==> config.mk <==
export PLATFORM = sky130hd
export DESIGN_NAME = arbitro_pulsadores_flat
export DESIGN_NICKNAME = d
export VERILOG_FILES = /design/src/rtl/arbitro_pulsadores_if.sv /design/src/rtl/arbitro_pulsadores.sv /design/src/flat_wrapper.sv
export SDC_FILE = /design/constraint.sdc
export NUM_CORES = 1
export LEC_CHECK = 0
export ABC_AREA = 1
export ABC_CLOCK_PERIOD_IN_PS = 1700
export BUFFER_PORTS_ARGS = -buffer_cell sky130_fd_sc_hd__buf_2
export CORE_ASPECT_RATIO = 0.8
export CORE_MARGIN = 3
export CORE_UTILIZATION = 35
export DETAILED_ROUTE_END_ITERATION = 10
export PLACE_DENSITY_LB_ADDON = 0.1
export SETUP_SLACK_MARGIN = 0.3
export SYNTH_ARGS = -nofsm -noshare
export SYNTH_HDL_FRONTEND = slang
export SYNTH_SLANG_ARGS = --single-unit
export TNS_END_PERCENT = 50
==> constraint.sdc <==
create_clock -name clk -period 1.7 [get_ports clk]
set_input_delay 0 -clock clk [delete_from_list [all_inputs] [get_ports clk]]
set_output_delay 0 -clock clk [all_outputs]
set_load 0.01 [all_outputs]
==> src/rtl/arbitro_pulsadores_if.sv <==
// rtl/arbitro_pulsadores_if.sv - offer/accept handshake between the button arbiter and its consumer
interface arbitro_pulsadores_if;
  logic       valido;
  logic       listo;
  logic [1:0] codigo;

  modport master (output valido, output codigo, input listo);
  modport slave  (input valido, input codigo, output listo);
endinterface

==> src/rtl/arbitro_pulsadores.sv <==
// rtl/arbitro_pulsadores.sv - four-button press arbiter with sticky overflow flags
// Presses become pending events; one pending channel at a time is offered to the consumer.
module arbitro_pulsadores #(
  parameter int PRIORIDAD_FIJA = 0
) (
  input  logic                        clk,
  input  logic                        rst,
  input  logic [3:0]                  botones,
  input  logic                        borrar_desborde,
  arbitro_pulsadores_if.master        hs,
  output logic [3:0]                  pendientes,
  output logic [3:0]                  desborde
);

  localparam logic [0:0] ESPERA = 1'b0;
  localparam logic [0:0] OFRECE = 1'b1;

  logic [0:0] estado;
  logic [3:0] botones_prev;
  logic [1:0] puntero;
  logic [1:0] codigo_r;
  logic [1:0] ganador;
  logic [1:0] base;
  logic [1:0] idx;
  logic       hallado;
  logic [3:0] flanco;
  logic [3:0] aceptado_mask;
  logic [3:0] perdido;
  logic       acepta;

  assign flanco        = botones & ~botones_prev;
  assign acepta        = (estado == OFRECE) & hs.listo;
  assign aceptado_mask = acepta ? (4'b0001 << codigo_r) : 4'b0000;
  // A press on a channel still pending (and not leaving this edge) is lost.
  assign perdido       = flanco & pendientes & ~aceptado_mask;

  assign hs.valido = (estado == OFRECE);
  assign hs.codigo = codigo_r;

  // Fixed priority is a round-robin search that always starts after channel 3.
  always_comb begin
    base    = (PRIORIDAD_FIJA != 0) ? 2'd3 : puntero;
    ganador = 2'd0;
    hallado = 1'b0;
    idx     = 2'd0;
    for (int k = 1; k <= 4; k++) begin
      idx = base + 2'(k);
      if (!hallado && pendientes[idx]) begin
        ganador = idx;
        hallado = 1'b1;
      end
    end
  end

  always_ff @(posedge clk or posedge rst) begin
    if (rst) begin
      estado       <= ESPERA;
      codigo_r     <= 2'd0;
      puntero      <= 2'd3;
      pendientes   <= 4'b0000;
      desborde     <= 4'b0000;
      botones_prev <= 4'b1111;
    end else begin
      botones_prev <= botones;
      pendientes   <= (pendientes & ~aceptado_mask) | flanco;
      desborde     <= (borrar_desborde ? 4'b0000 : desborde) | perdido;
      if (estado == ESPERA) begin
        if (|pendientes) begin
          estado   <= OFRECE;
          codigo_r <= ganador;
          if (PRIORIDAD_FIJA == 0) puntero <= ganador;
        end
      end else begin
        if (hs.listo) estado <= ESPERA;
      end
    end
  end

endmodule
==> src/flat_wrapper.sv <==
// flat-port wrapper written by rule: the top's interface ports become plain ports
module arbitro_pulsadores_flat 
#(
  parameter int PRIORIDAD_FIJA = 0
)
  (clk, rst, botones, borrar_desborde, pendientes, desborde, hs_valido, hs_codigo, hs_listo);
  arbitro_pulsadores_if hs_i ();
  input  logic clk;
  input  logic rst;
  input  logic [3:0] botones;
  input  logic borrar_desborde;
  output logic [3:0] pendientes;
  output logic [3:0] desborde;
  output wire logic [$bits(hs_i.valido)-1:0] hs_valido;
  output wire logic [$bits(hs_i.codigo)-1:0] hs_codigo;
  input wire logic [$bits(hs_i.listo)-1:0] hs_listo;
  assign hs_valido = hs_i.valido;
  assign hs_codigo = hs_i.codigo;
  assign hs_i.listo = hs_listo;
  arbitro_pulsadores #(.PRIORIDAD_FIJA(PRIORIDAD_FIJA)) u_core (.clk(clk), .rst(rst), .botones(botones), .borrar_desborde(borrar_desborde), .hs(hs_i), .pendientes(pendientes), .desborde(desborde));
endmodule
After elaboration in Yosys (flattened, before gate mapping)
Index checks and enable logic that the tools add are counted.

operators by class
  add/sub/neg operators = 3
  magnitude comparators = 4
  shift-type cells = 1
  multiplexer cells = 20
  bitwise operators = 10
  reduce and logical (&&, ||, !) cells = 8

operator list
  operator                                                              count
  4-bit AND                                                             4
  2-bit by 3-bit < comparator with 1-bit output, second input constant  4
  1-bit two-way mux                                                     10
  1-bit binary-select mux with 2-bit select                             4
  2-bit two-way mux                                                     4
  4-bit two-way mux                                                     2
  4-bit NOT                                                             2
  4-bit OR                                                              2
  2-bit adder, second input constant                                    2
  4-bit OR reduction                                                    1
  1-bit by 2-bit << shifter with 4-bit output, first input constant     1
  1-bit logical AND                                                     3
  1-bit logical NOT                                                     3
  2-bit by 1-bit adder with 2-bit output, second input constant         1
  2-bit AND reduction                                                   1
  1-bit AND                                                             1
  1-bit NOT                                                             1

storage, ports and cells
  register bits after elaboration = 17
  input port bits = 8
  output and inout port bits = 11
  word-level logic and storage cells = 52

Depth between registers and ports, before layout
  depth in word-level cells = 13
  gate-level depth with buffers = 12
  gate-level depth less buffers = 11

Worst setup path before layout
Ideal clock, no wire load.

  path kind = register -> register
  start point = register u_core.puntero[0] (netlist: u_core.base[0])
  end point = register u_core.codigo_r[0] (netlist: u_core.hs.codigo[0])
  library setup time = 0.118 ns
  arrival time = 1.310 ns
  data required time = 1.582 ns
  slack = 0.272 ns
  cell stages (with the launch flop) = 13
  buffers on the path = 1
  clock period less this slack = 1.428 ns
  cells stage by stage = dfstp_2 -> buf_6 -> inv_8 -> nand2_2 -> nand2_2 -> nand2_1 -> nand2_4 -> nor2_8 -> nand2_2 -> nand3_2 -> nand2_1 -> nand2_1 -> nand2_1

between the ends
  cells in the longest elaborated chain, start to end = 13
  elaborated cells between the ends (all ways) = 24
  classes of those cells = 3 x add/sub; 15 x mux; 6 x reduce/logical

ends and longest elaborated chain
  what                                       line                      text
  from (decl)                                arbitro_pulsadores.sv:20  logic [1:0] puntero;
  from (signal assigned)                     arbitro_pulsadores.sv:71  if (PRIORIDAD_FIJA == 0) puntero <= ganador;
  2-bit by 1-bit adder with 2-bit output     arbitro_pulsadores.sv:47  idx = base + 2'(k);
  1-bit binary-select mux with 2-bit select  arbitro_pulsadores.sv:48  if (!hallado && pendientes[idx]) begin
  1-bit two-way mux (implied by the code)    arbitro_pulsadores.sv:48
  1-bit two-way mux                          arbitro_pulsadores.sv:48
  1-bit logical NOT                          arbitro_pulsadores.sv:48
  1-bit logical AND                          arbitro_pulsadores.sv:48
  1-bit two-way mux                          arbitro_pulsadores.sv:48
  1-bit logical NOT                          arbitro_pulsadores.sv:48
  1-bit logical AND                          arbitro_pulsadores.sv:48
  1-bit two-way mux                          arbitro_pulsadores.sv:48
  1-bit logical NOT                          arbitro_pulsadores.sv:48
  1-bit logical AND                          arbitro_pulsadores.sv:48
  2-bit two-way mux *                        arbitro_pulsadores.sv:48
  to (signal assigned)                       arbitro_pulsadores.sv:70  codigo_r <= ganador;
  to (decl)                                  arbitro_pulsadores.sv:21  logic [1:0] codigo_r;

Every way passes the cells marked *; elsewhere a longest branch is shown, timed or not. The select of a mux whose other input is x is not followed.
A chain may end at the register's enable or synchronous reset.

Worst setup path after layout
  start point = register u_core.puntero[1] (netlist: u_core.base[1])
  end point = register u_core.codigo_r[0] (netlist: u_core.hs.codigo[0])

The elaborated chain is that of the path after synthesis.

==> results list <==
* Clk buf depth: 2
- Clock-pin slew was measured on the worst setup and hold paths at 0.09 ns.
- Total Routed Length: 2005 µm
- The area growth from synthesis to layout is 33.70%.
- Max VDD drop: 0.8294 mV
- For this run, the detailed router's first-pass iteration total came to 4.
- The final-report max-slew violation count is 0.
* Element type at the critical path start: flop
- Subtracting the final worst setup slack from the clock period gives 1.515 ns.
- Number of primary I/O pins: 19
- In this run the cell area measured after placement is 0.001040 mm².
* Post-placement cell count: 159
- The number of clock buffers added by TritonCTS is 3.
- STA puts the critical path data required time at 1.88 ns.
- After the first detailed-routing iteration, the DRC count stood at 38.
* Async S/R FF share, synth: 1.000
- The share of total power dissipated in combinational logic is 0.629.
* Deepest level of the CTS H-tree: 1
- Clock power share: 0.082
- Count of nets left with antenna violations after detail routing: 0
- In this run the tool buffered the top-level ports with 18 buffer cells.
* Net Sw Power: 1.230 mW
- CP max FO: 6
* Global Route met1 Usage: 0.1914
- Maximum number of pins on one net before global-route repair: 18
* Antenna violations before repair: 0
* Synth Register Bits: 17
- The number of global-route vias before repair was 808.
* Switching Fraction: 0.4839
* Least-Margin Pin Slew: 0.6221 ns
- Measured along the x axis, the die boundary spans 63.12 µm.
- The critical path in this run is classified as reg2reg.
* Met2 capacity usage during global routing: 0.2277
* Static Leak: 0.6480 nW
- Overall power of the completed layout: 2.541 mW
* Synth Instances: 108
- In the post-synthesis netlist, the cell with the most instances is nand2_1.
- In this run the clock root is driven by a clkbuf_4.
- The core region is 0.002308 mm².
- In the final timing run, aggregate negative setup slack is 0 ns.
* Via density per instance: 4.528
* Total number of nets in the final design: 151
- Number of enable-type register cells in the synthesized netlist: 0
- The initial utilization of the core area, before any placement, comes to 0.3957.
- Die Y: 51.69 µm
* Highest-utilization routing layer at the global route stage: met2
* Critical Path Sink Type: flop
- Sequential share of power: 0.290
* Vias post-DR: 797
- The finished layout holds 176 standard cells, fillers aside.
- Static timing analysis puts the maximum clock frequency at 660.1 MHz.
* Fraction of final layout cells sized beyond drive strength 1: 0.4085
* Setup slack after placement: 0.1413 ns
* Number of max-cap violations: 0
* Die Outline Area: 0.003262 mm²
- After floorplanning, the core was divided into 15 placement rows.
- dfrtp_1 takes more of the synthesized area than any other cell.
* Type of the tightest min-delay check: in2async
* Register area share after synthesis: 0.4740
- For the final database, setup skew stands at 0.002104 ns.
- Yosys printed 0 warnings.
- After synthesis, the most frequently instantiated cells are nand2_1, inv_1, dfrtp_1.
* Final setup violation count: 0
- Data on the critical path arrives at its endpoint at 1.70 ns.
* Final core utilization: 0.5290
* Status: finished clean
- Measured against its own limit, the worst slew margin works out to 0.5848.
- Cells taking the most area after synthesis: dfrtp_1, dfstp_2, nand2_1
* Fraction of post-synthesis cell area in the top cell type by area: 0.3014
- The total overflow left after global routing is 0.
- Setup repair after global routing missed its margin: yes
* Final worst setup slack: 0.1850 ns
- Primary flip-flop cell chosen by synthesis mapping: dfrtp_1
- For this run, global-route usage on met3 was measured as 0.03240.
- At the end of routability-driven placement, the weighted congestion stood at 0.8472.
- Synthesized area divided by synthesized cell count: 8.457 µm²
- Cell internal power was estimated by the tool at 1.312 mW.
- Latest clock arrival within the worst-skew pair: 0.28 ns
- Average wire per cell in the routed design: 11.39 µm
* Power density over the cells: 2081 mW/mm²
- Post-synthesis net count: 116
* DRC: 0
- Final Instance Area: 0.001221 mm²
- The hold violation total from the final report came to 0.
* Diode insertion count for antenna repair: 0
- Number of distinct library cells after synthesis: 20
* GRT Overall Usage: 0.1406
* Worst hold slack across all endpoints: 0.3283 ns
- TritonCTS built the clock tree.
- The first global-routing pass estimated 3629 µm of wire.
- Sinks on Clock Net: 17
* Netlist Area Pre-Place: 913.4 µm²
- Detailed placement finished with a half-perimeter wire length of 1423 µm.
- In the finished design, the share of the clock period the worst path needs comes to 0.8912.
[state kept, by name, indices dropped and copies added (netlist names)]
signal and cells:
u_core.hs.codigo 2, u_core.botones_prev 4, u_core.hs.valido 1, u_core.desborde 4
u_core.base 2, u_core.pendientes 4
[path summary, 6_finish.rpt]
path	startpoint	to	slack (ns)	depth (start not counted)
max	u_core.base[1]$_DFFE_PP1P_	u_core.hs.codigo[0]$_DFFE_PP0P_	0.19	11
max in group asynchronous	rst	u_core.hs.codigo[1]$_DFFE_PP0P_	0.97	3
max reg2reg	u_core.base[1]$_DFFE_PP1P_	u_core.hs.codigo[0]$_DFFE_PP0P_	0.19	11
min in group clk	botones[1]	u_core.botones_prev[1]$_DFF_PP1_	0.36	2
min reg2reg	u_core.base[1]$_DFFE_PP1P_	u_core.base[1]$_DFFE_PP1P_	0.52	2
min	rst	u_core.desborde[0]$_DFF_PP0_	0.33	3
[power groups by stage]
stage | clock (mW) | sequential [mW] | combinational, mW
global placement | 0 | 0.770 | 1.29
floorplan | 0 | 0.744 | 1.03
CTS | 0.221 | 0.733 | 1.48
global route | 0.243 | 0.760 | 1.78
finish | 0.208 | 0.736 | 1.60
detailed placement | 0 | 0.776 | 1.29
[repair_timing]
action                                  CTS  global route
pin swaps                                 3            11
endpoints found under the setup margin    4             4
hold buffers                              7             0
endpoints found under the hold margin    24             0
resized for setup                         2             9
setup buffers                             5             1
[cell usage in the layout (no fill, tap or decap), drive strengths merged, types with 2 or more instances in the layout]
cell type | synthesis | routed
inv | 19 | 19
dfstp | 6 | 6
buf | 1 | 24
nand3 | 5 | 5
dlygate4sd3 | 0 | 7
nor2 | 2 | 2
o22ai | 4 | 4
nand4 | 2 | 2
o31ai | 4 | 4
clkbuf | 0 | 4
o21ai | 2 | 2
dfrtp | 11 | 11
nand2 | 49 | 49
[kinds of logic (layout without fill, tap and decap cells)]
group,after synthesis,count (layout),synth area share
AOI/OAI and AO/OA,11,11,0.07808
buffers and inverters,20,54,0.09862
DFF,17,17,0.4740
and+or+nand+nor,60,60,0.3493
[final cells by class]
class | count | area (µm²)
clock buffer | 4 | 26.28
sequential | 17 | 432.9
timing repair buffer | 31 | 217.7
fill | 248 | 1087
multi-input combinational | 71 | 422.9
tap | 34 | 42.54
inverter | 19 | 78.83
[worst max-delay path: stages (launching register included)]
cell and delay (ns):
dfstp_2 0.60, inv_2 0.08, nand2_1 0.08, nand2_2 0.08
nand2_4 0.10, nand2_4 0.07, nor2_8 0.12, nand2_2 0.06
nand3_2 0.06, nand2_2 0.05, nand2_2 0.06, nand2_1 0.05
[metal layers]
metal,part of all wire,up-vias
met5,0,-
met4,0.0040,0
li1,-,406
met2,0.44,24
met1,0.51,365
met3,0.048,2
Note: power is estimated with default switching activity, not from simulation.
